==> config.mk <==
export PLATFORM = sky130hd
export DESIGN_NAME = pattern_gen
export DESIGN_NICKNAME = d
export VERILOG_FILES = /design/src/rtl/pattern_pkg.sv /design/src/rtl/box_mover.sv /design/src/rtl/pattern_gen.sv
export SDC_FILE = /design/constraint.sdc
export NUM_CORES = 1
export LEC_CHECK = 0
export ABC_CLOCK_PERIOD_IN_PS = 2330
export CAP_MARGIN = 10
export CORE_ASPECT_RATIO = 1.25
export CORE_MARGIN = 2
export CORE_UTILIZATION = 39
export CTS_BUF_LIST = sky130_fd_sc_hd__clkbuf_4 sky130_fd_sc_hd__clkbuf_8
export DETAILED_ROUTE_END_ITERATION = 12
export PLACE_DENSITY = 0.66
export SLEW_MARGIN = 20
export SYNTH_ARGS = -nofsm -noshare
export SYNTH_HDL_FRONTEND = slang
export SYNTH_SLANG_ARGS = --single-unit
==> constraint.sdc <==
create_clock -name clk -period 2.33 [get_ports clk]
set_clock_uncertainty 0.2 [all_clocks]
set_input_delay 0.233 -clock clk [delete_from_list [all_inputs] [get_ports clk]]
set_output_delay 0.233 -clock clk [all_outputs]
set_load 0.01 [all_outputs]
==> src/rtl/pattern_pkg.sv <==
// Shared definitions for the test-pattern generator: mode encoding, box
// geometry, colour-bar table and the helpers used by the top and box_mover.
package pattern_pkg;

    // Rendering modes. Raw select codes above GREY fold back to GRADIENT.
    typedef enum logic [2:0] {
        GRADIENT = 3'd0,
        BARS     = 3'd1,
        CHECKER  = 3'd2,
        BOX      = 3'd3,
        GREY     = 3'd4
    } mode_e;

    // Edge length of the moving box, in pixels.
    localparam int BOX_SIZE = 32;

    // Colour bars, left to right. Each entry is {r_on, g_on, b_on}.
    localparam int NUM_BARS = 8;
    localparam logic [NUM_BARS-1:0][2:0] BAR_RGB = {
        3'b000,   // 7 black
        3'b001,   // 6 blue
        3'b100,   // 5 red
        3'b101,   // 4 magenta
        3'b010,   // 3 green
        3'b011,   // 2 cyan
        3'b110,   // 1 yellow
        3'b111    // 0 white
    };

    // One axis of box motion: position plus direction (1 = increasing).
    typedef struct packed {
        logic [9:0] pos;
        logic       dir;
    } axis_t;

    // Map a raw 3-bit select onto a legal mode.
    function automatic mode_e decode_mode(input logic [2:0] sel);
        mode_e m;
        case (sel)
            3'd1:    m = BARS;
            3'd2:    m = CHECKER;
            3'd3:    m = BOX;
            3'd4:    m = GREY;
            default: m = GRADIENT;
        endcase
        return m;
    endfunction

    // Advance one axis by step. The sum/difference is formed in 11 bits so
    // that running past the upper limit or below zero is visible before the
    // result is cut back to 10 bits. Crossing a limit clamps to it and flips
    // the direction in the same update; landing exactly on a limit does not.
    function automatic axis_t axis_step(input axis_t       cur,
                                        input logic [10:0] lim,
                                        input logic [10:0] step);
        axis_t       res;
        logic [10:0] nxt;
        res = cur;
        if (cur.dir) begin
            nxt = {1'b0, cur.pos} + step;
            if (nxt > lim) begin
                res.pos = lim[9:0];
                res.dir = 1'b0;
            end else begin
                res.pos = nxt[9:0];
            end
        end else begin
            nxt = {1'b0, cur.pos} - step;
            if (nxt[10]) begin
                res.pos = 10'd0;
                res.dir = 1'b1;
            end else begin
                res.pos = nxt[9:0];
            end
        end
        return res;
    endfunction

endpackage

==> src/rtl/box_mover.sv <==
// Bouncing-box position. Moves by BOX_STEP on each step_en pulse and
// reverses at the screen edges; holds still otherwise.
module box_mover
    import pattern_pkg::*;
#(
    parameter int H_ACTIVE = 640,
    parameter int V_ACTIVE = 480,
    parameter int BOX_STEP = 2
) (
    input  logic       clk,
    input  logic       rst_n,
    input  logic       step_en,
    output logic [9:0] box_x,
    output logic [9:0] box_y
);

    localparam logic [10:0] X_LIM = 11'(H_ACTIVE - BOX_SIZE);
    localparam logic [10:0] Y_LIM = 11'(V_ACTIVE - BOX_SIZE);
    localparam logic [10:0] STEP  = 11'(BOX_STEP);

    axis_t x_q, x_d;
    axis_t y_q, y_d;

    // Next position: both axes step together, only when enabled.
    always_comb begin
        x_d = x_q;
        y_d = y_q;
        if (step_en) begin
            x_d = axis_step(x_q, X_LIM, STEP);
            y_d = axis_step(y_q, Y_LIM, STEP);
        end
    end

    // Position/direction registers; reset parks the box at the origin heading +x/+y.
    always_ff @(posedge clk or negedge rst_n) begin
        if (!rst_n) begin
            x_q <= '{pos: 10'd0, dir: 1'b1};
            y_q <= '{pos: 10'd0, dir: 1'b1};
        end else begin
            x_q <= x_d;
            y_q <= y_d;
        end
    end

    assign box_x = x_q.pos;
    assign box_y = y_q.pos;

endmodule

==> src/rtl/pattern_gen.sv <==
// Video test-pattern generator. Colours each incoming pixel coordinate
// according to the active mode and delivers it two cycles later.
//
// Stream handshake: video_on is the per-beat valid for the incoming pixel and
// video_on_out is the matching valid on the outgoing colour. There is no
// ready: one pixel is accepted every cycle and the pipeline never stalls.
//
// The colour is computed from the live inputs against the mode/box state in
// force when the pixel is sampled, so the end-of-frame pixel is still drawn
// with the old frame's settings even though those change on that same edge.
module pattern_gen
    import pattern_pkg::*;
#(
    parameter int H_ACTIVE = 640,
    parameter int V_ACTIVE = 480,
    parameter int COLOR_W  = 4,
    parameter int BOX_STEP = 2
) (
    input  logic               clk,
    input  logic               rst_n,
    input  logic               video_on,
    input  logic [9:0]         pix_x,
    input  logic [9:0]         pix_y,
    input  logic [2:0]         mode_sel,
    input  logic               mode_req,
    output logic [COLOR_W-1:0] r,
    output logic [COLOR_W-1:0] g,
    output logic [COLOR_W-1:0] b,
    output logic               video_on_out,
    output logic               frame_tick,
    output logic [2:0]         mode_active,
    output logic [7:0]         frame_cnt
);

    localparam int                 BAR_W    = H_ACTIVE / NUM_BARS;
    localparam logic [COLOR_W-1:0] ONES     = '1;
    localparam logic [COLOR_W-1:0] GRAD_B   = COLOR_W'(4);
    localparam logic [COLOR_W-1:0] FILL_G   = COLOR_W'(1);
    localparam logic [COLOR_W-1:0] FILL_B   = COLOR_W'(3);
    localparam logic [COLOR_W-1:0] GREY_LVL = COLOR_W'(1) << (COLOR_W - 1);

    // Mode control and frame bookkeeping.
    mode_e      pending_q, pending_d;
    mode_e      mode_q, mode_d;
    logic [7:0] frame_cnt_q, frame_cnt_d;
    logic       frame_tick_q;

    // Two-stage colour pipeline.
    logic               s1_vld_q, s2_vld_q;
    logic [COLOR_W-1:0] s1_r_q, s1_g_q, s1_b_q;
    logic [COLOR_W-1:0] s1_r_d, s1_g_d, s1_b_d;
    logic [COLOR_W-1:0] s2_r_q, s2_g_q, s2_b_q;

    // Pattern helpers.
    logic       eof;
    logic       in_grad;
    logic       in_box;
    logic       checker_on;
    logic [2:0] bar_idx;
    logic [2:0] bar_rgb;
    logic [9:0] box_x, box_y;

    assign eof = video_on
              && (pix_x == 10'(H_ACTIVE - 1))
              && (pix_y == 10'(V_ACTIVE - 1));

    assign in_grad    = (pix_x < 10'd256) && (pix_y < 10'd256);
    assign checker_on = pix_x[5] ^ pix_y[5];
    assign in_box     = ({1'b0, pix_x} >= {1'b0, box_x})
                     && ({1'b0, pix_x} <  {1'b0, box_x} + 11'(BOX_SIZE))
                     && ({1'b0, pix_y} >= {1'b0, box_y})
                     && ({1'b0, pix_y} <  {1'b0, box_y} + 11'(BOX_SIZE));

    // Bar index by comparing against each bar's left edge; no divider needed.
    always_comb begin
        bar_idx = 3'd0;
        for (int i = 1; i < NUM_BARS; i++) begin
            if (pix_x >= 10'(i * BAR_W)) begin
                bar_idx = 3'(i);
            end
        end
    end

    assign bar_rgb = BAR_RGB[bar_idx];

    // The box only moves on frame boundaries of frames drawn in box mode.
    box_mover #(
        .H_ACTIVE (H_ACTIVE),
        .V_ACTIVE (V_ACTIVE),
        .BOX_STEP (BOX_STEP)
    ) u_box_mover (
        .clk     (clk),
        .rst_n   (rst_n),
        .step_en (eof && (mode_q == BOX)),
        .box_x   (box_x),
        .box_y   (box_y)
    );

    // Mode handoff: requests land in pending (last one wins); active mode only
    // changes at the frame boundary, and a request on that very sample counts.
    always_comb begin
        pending_d   = pending_q;
        mode_d      = mode_q;
        frame_cnt_d = frame_cnt_q;
        if (mode_req) begin
            pending_d = decode_mode(mode_sel);
        end
        if (eof) begin
            mode_d      = pending_d;
            frame_cnt_d = frame_cnt_q + 8'd1;
        end
    end

    // Control registers: pending/active mode, frame counter and the end-of-frame pulse.
    always_ff @(posedge clk or negedge rst_n) begin
        if (!rst_n) begin
            pending_q    <= GRADIENT;
            mode_q       <= GRADIENT;
            frame_cnt_q  <= 8'd0;
            frame_tick_q <= 1'b0;
        end else begin
            pending_q    <= pending_d;
            mode_q       <= mode_d;
            frame_cnt_q  <= frame_cnt_d;
            frame_tick_q <= eof;
        end
    end

    // Per-pixel colour for the current mode; blanked pixels are always black.
    always_comb begin
        s1_r_d = '0;
        s1_g_d = '0;
        s1_b_d = '0;
        if (video_on) begin
            case (mode_q)
                GRADIENT: begin
                    if (in_grad) begin
                        s1_r_d = pix_x[7:8-COLOR_W];
                        s1_g_d = pix_y[7:8-COLOR_W];
                        s1_b_d = GRAD_B;
                    end else begin
                        s1_g_d = FILL_G;
                        s1_b_d = FILL_B;
                    end
                end
                BARS: begin
                    s1_r_d = bar_rgb[2] ? ONES : '0;
                    s1_g_d = bar_rgb[1] ? ONES : '0;
                    s1_b_d = bar_rgb[0] ? ONES : '0;
                end
                CHECKER: begin
                    if (checker_on) begin
                        s1_r_d = ONES;
                        s1_g_d = ONES;
                        s1_b_d = ONES;
                    end
                end
                BOX: begin
                    s1_b_d = ONES;
                    if (in_box) begin
                        s1_r_d = ONES;
                        s1_g_d = ONES;
                    end
                end
                GREY: begin
                    s1_r_d = GREY_LVL;
                    s1_g_d = GREY_LVL;
                    s1_b_d = GREY_LVL;
                end
                default: begin
                    s1_r_d = '0;
                    s1_g_d = '0;
                    s1_b_d = '0;
                end
            endcase
        end
    end

    // Pipeline registers: stage 1 holds the computed colour, stage 2 drives the outputs.
    always_ff @(posedge clk or negedge rst_n) begin
        if (!rst_n) begin
            s1_vld_q <= 1'b0;
            s1_r_q   <= '0;
            s1_g_q   <= '0;
            s1_b_q   <= '0;
            s2_vld_q <= 1'b0;
            s2_r_q   <= '0;
            s2_g_q   <= '0;
            s2_b_q   <= '0;
        end else begin
            s1_vld_q <= video_on;
            s1_r_q   <= s1_r_d;
            s1_g_q   <= s1_g_d;
            s1_b_q   <= s1_b_d;
            s2_vld_q <= s1_vld_q;
            s2_r_q   <= s1_r_q;
            s2_g_q   <= s1_g_q;
            s2_b_q   <= s1_b_q;
        end
    end

    assign r            = s2_r_q;
    assign g            = s2_g_q;
    assign b            = s2_b_q;
    assign video_on_out = s2_vld_q;
    assign frame_tick   = frame_tick_q;
    assign mode_active  = mode_q;
    assign frame_cnt    = frame_cnt_q;

endmodule
==> metrics.yaml <==
run_status:
  status: "complete, but fails checks"
  violations: "setup timing"
routing:
  finalWirelength_mm: 11.26
  detailedRoute.firstIterationViolations: 133
  wire_per_inst_um: 15.68
  via_per_inst: 5.567
  dr.pass1.iters: 5
  num_vias: 3997
  postRouteAntennaNets: 0
  remaining_drc_errors: 0
power:
  clockPowerShare_pct: 46.7
  p_leak_nw: 2.451
  power_frac_comb_pct: 9.2
  irDropWorstVdd_v: 0.0003027
  p_switching_uw: 536.2
  seqPwrFrac_pct: 44.1
  power.density_mw_per_mm2: 406.4
  intPower_mw: 1.814
  switching_share_pct: 22.81
global_route:
  grt_max_degree: 39
  grt.total_usage_pct: 20.90
  grt-ovfl-total: 0
  grt_pass1_vias: 3939
  grt_pass1_wl_mm: 18.59
  antenna_found_initial: 0
synth:
  ys_seq_elements: 59
  yosys_warnings: 0
  synthArstFlopShare_pct: 100.0
  ys_seq_area_share_pct: 36.31
  syn_nets: 519
  synth_top_area_share_pct: 35.02
  synth_area_leaders: "dfrtp_1 35%, ha_1 11%, xnor2_1 4.1%, a21oi_1 4.1%, o21ai_0 3.6%"
  avgSynthCellArea_um2: 8.951
  synth_area_leader_cell: "dfrtp_1"
  mappedNetlistArea_mm2: 0.004073
  synth_edf_count: 0
  synth_top_flop_cell: "dfrtp_1"
  synthCells: 455
  synth.distinct_cells: 61
worst_setup_path:
  required_ns: 2.34
  worstPathCellList: "buf_6 > inv_4 > ha_4 > inv_2 > ha_4 > nand2_2 > a211o_1 > a311oi_2 > nor2_4 > a31oi_4 > a31oi_1"
  crit_type: "reg -> reg"
  critPathArrivalTime_ns: 2.46
  critPathMaxFanout: 4
  cp_slowest_cell: "dfrtp_2"
  cp-end-kind: "flop"
  crit_path_frequent_cell: "ha_4"
  crit_path_max_incr_delay_ns: 0.42
  cp-start-kind: "flop"
timing:
  rsz0062_at_grt: "yes"
  worst_pin_slew_ns: 0.6927
  finalHoldViolCount: 0
  fin_crit_sh_pct: 105.5
  fmax_mhz: 406.9
  min_period_ns: 2.458
  relSlewSlack_pct: 53.39
  layout_setup_ws_ns: -0.1276
  final_max_slew_viol_count: 0
  setup_viol: 8
clocking:
  cts.sinks: 59
  htree_levels: 3
  cts_buffers: 9
  tritoncts: "built"
  insertion_delay_ns: 0.35
  cts_max_path_buffers: 2
  cts_root_buf: "clkbuf_8"
  clk_pin_slew_ns: 0.07
final_layout:
  layout-drive-gt1-share_pct: 26.99
  area_delta_synth_final_pct: 42.00
  multi_input_area_mm2: 0.002574
  finalInstanceArea_mm2: 0.005783
  fillers: 882
  fin_nets: 648
  seqCellArea_mm2: 0.001483
  n_antenna_cell: 0
  stdcell_count: 718
job:
  drv_cap: 0
placed_design:
  dp_cells: 697
  gp_congestion: 0.9071
  placed_area_mm2: 0.005308
  place_hpwl_mm: 8.707
  port_buffers: 51
die:
  initial_core_util_pct: 40.10
  pin_count: 52
  die-area_mm2: 0.01128
  die_h_um: 118.3
  fp.dieW_um: 95.40
  std_cell_rows: 41
  core_area_mm2: 0.01016
worst_hold_path:
  hold_class: "reg -> reg"
==> cells in the mapped netlist (6+ instances only) <==
library cell / n
a21oi_1: 33
clkbuf_1: 10
a221oi_1: 6
nor3_1: 16
nor4_1: 6
inv_1: 28
nand3_1: 24
o211ai_1: 7
xnor2_1: 19
ha_1: 37
dfrtp_1: 57
nand4_1: 11
a31oi_1: 14
nand2_1: 32
nor2_1: 19
o21ai_0: 29
and3_1: 10
==> repair_timing <==
item | CTS | global route
pin swaps | 15 | 7
hold endpoints to repair | 19 | 0
resized for setup | 31 | 14
buffers inserted | 3 | 1
endpoints found under the setup margin | 15 | 21
hold buffers | 1 | 0
==> layer usage <==
layer | vias to the layer above | part of all wire [%] | track usage [%]
met4 | 0 | 3.2 | 9.286
met3 | 33 | 4.5 | 3.569
met5 | - | 0 | 0
met2 | 127 | 51 | 35.87
met1 | 1874 | 41 | 25.10
li1 | 1963 | - | -
==> critical path: cells and delay by family (launching register included) <==
family	cells	cell delay, ns
buf+inv	3	0.20
compound gates	4	0.83
fa+ha+maj	2	0.51
flops	1	0.42
simple gates	2	0.16
==> through the flow <==
step | power, mW | hold slack [ns] | setup TNS [ns] | util (%) | setup slack, ns
6_report | 2.350 | 0.1475 | -0.6878 | 56.94 | -0.1276
5_1_grt | 2.445 | 0.1570 | -1.898 | 56.94 | -0.2160
4_1_cts | 2.370 | 0.1505 | -0.5655 | 56.29 | -0.09741
3_5_place_dp | 1.260 | 0.06832 | -3.983 | 52.25 | -0.4872
3_3_place_gp | 1.254 | 0.06198 | -3.639 | 52.25 | -0.5062
2_1_floorplan | 1.125 | -0.2626 | 0 | - | 0.001962
==> power groups by stage <==
stage	logic, mW	clock network [mW]	registers, mW
3_3_place_gp	0.198	0	1.06
6_report	0.216	1.10	1.04
5_1_grt	0.239	1.17	1.04
4_1_cts	0.216	1.12	1.04
2_1_floorplan	0.0662	0	1.06
3_5_place_dp	0.203	0	1.06
==> final cells by class <==
class | count | share of cell area [%]
Multi-Input combinational cell | 345 | 44.50
Sequential cell | 59 | 25.64
Timing Repair Buffer | 140 | 21.09
Tap cell | 129 | 2.791
Clock buffer | 12 | 2.748
Inverter | 29 | 1.969
Clock inverter | 4 | 1.255
==> cells by family after synthesis <==
logic type,count (synthesis),share of synthesized area (%)
flops,59,36.31
fa+ha+maj,37,11.37
mux,5,1.352
buf+inv,51,5.775
xor+xnor,20,4.301
simple gates,156,20.77
compound gates,127,20.12
==> flip-flops by register name (all words and copies together), names as in the netlist <==
name and count:
u_box_mover.x_q 1, video_on_out 1, frame_tick 1, mode_active 3, pending_q 3, s1_b_q 3
s1_g_q 4, u_box_mover.box_x 9, s1_r_q 4, u_box_mover.y_q 1, r 4, g 4
b 3, s1_vld_q 1, frame_cnt 8, u_box_mover.box_y 9
==> final timing paths <==
check,to,depth (start not counted),start,slack (ns)
worst min register to register,b[1],0,s1_b_q[1],0.15
max in group asynchronous,u_box_mover.box_y[6],3,rst_n,1.13
min in group asynchronous,r[2],2,rst_n,0.21
worst min-delay path,b[1],0,s1_b_q[1],0.15
worst max register to register,s1_g_q[3],11,u_box_mover.box_y[6],-0.13
worst max-delay path,s1_g_q[3],11,u_box_mover.box_y[6],-0.13
==> placed cells by master (no fill, tap or decap), types with 16 or more instances in the layout <==
master and n:
buf_4 81, dfrtp_1 54, clkdlybuf4s50_1 50, nand2_1 31
ha_1 30, o21ai_0 27, a21oi_1 27, inv_1 23
nand3_1 21, nor2_1 18, xnor2_1 17, nor3_1 16
(Power assumes the default switching activity.)
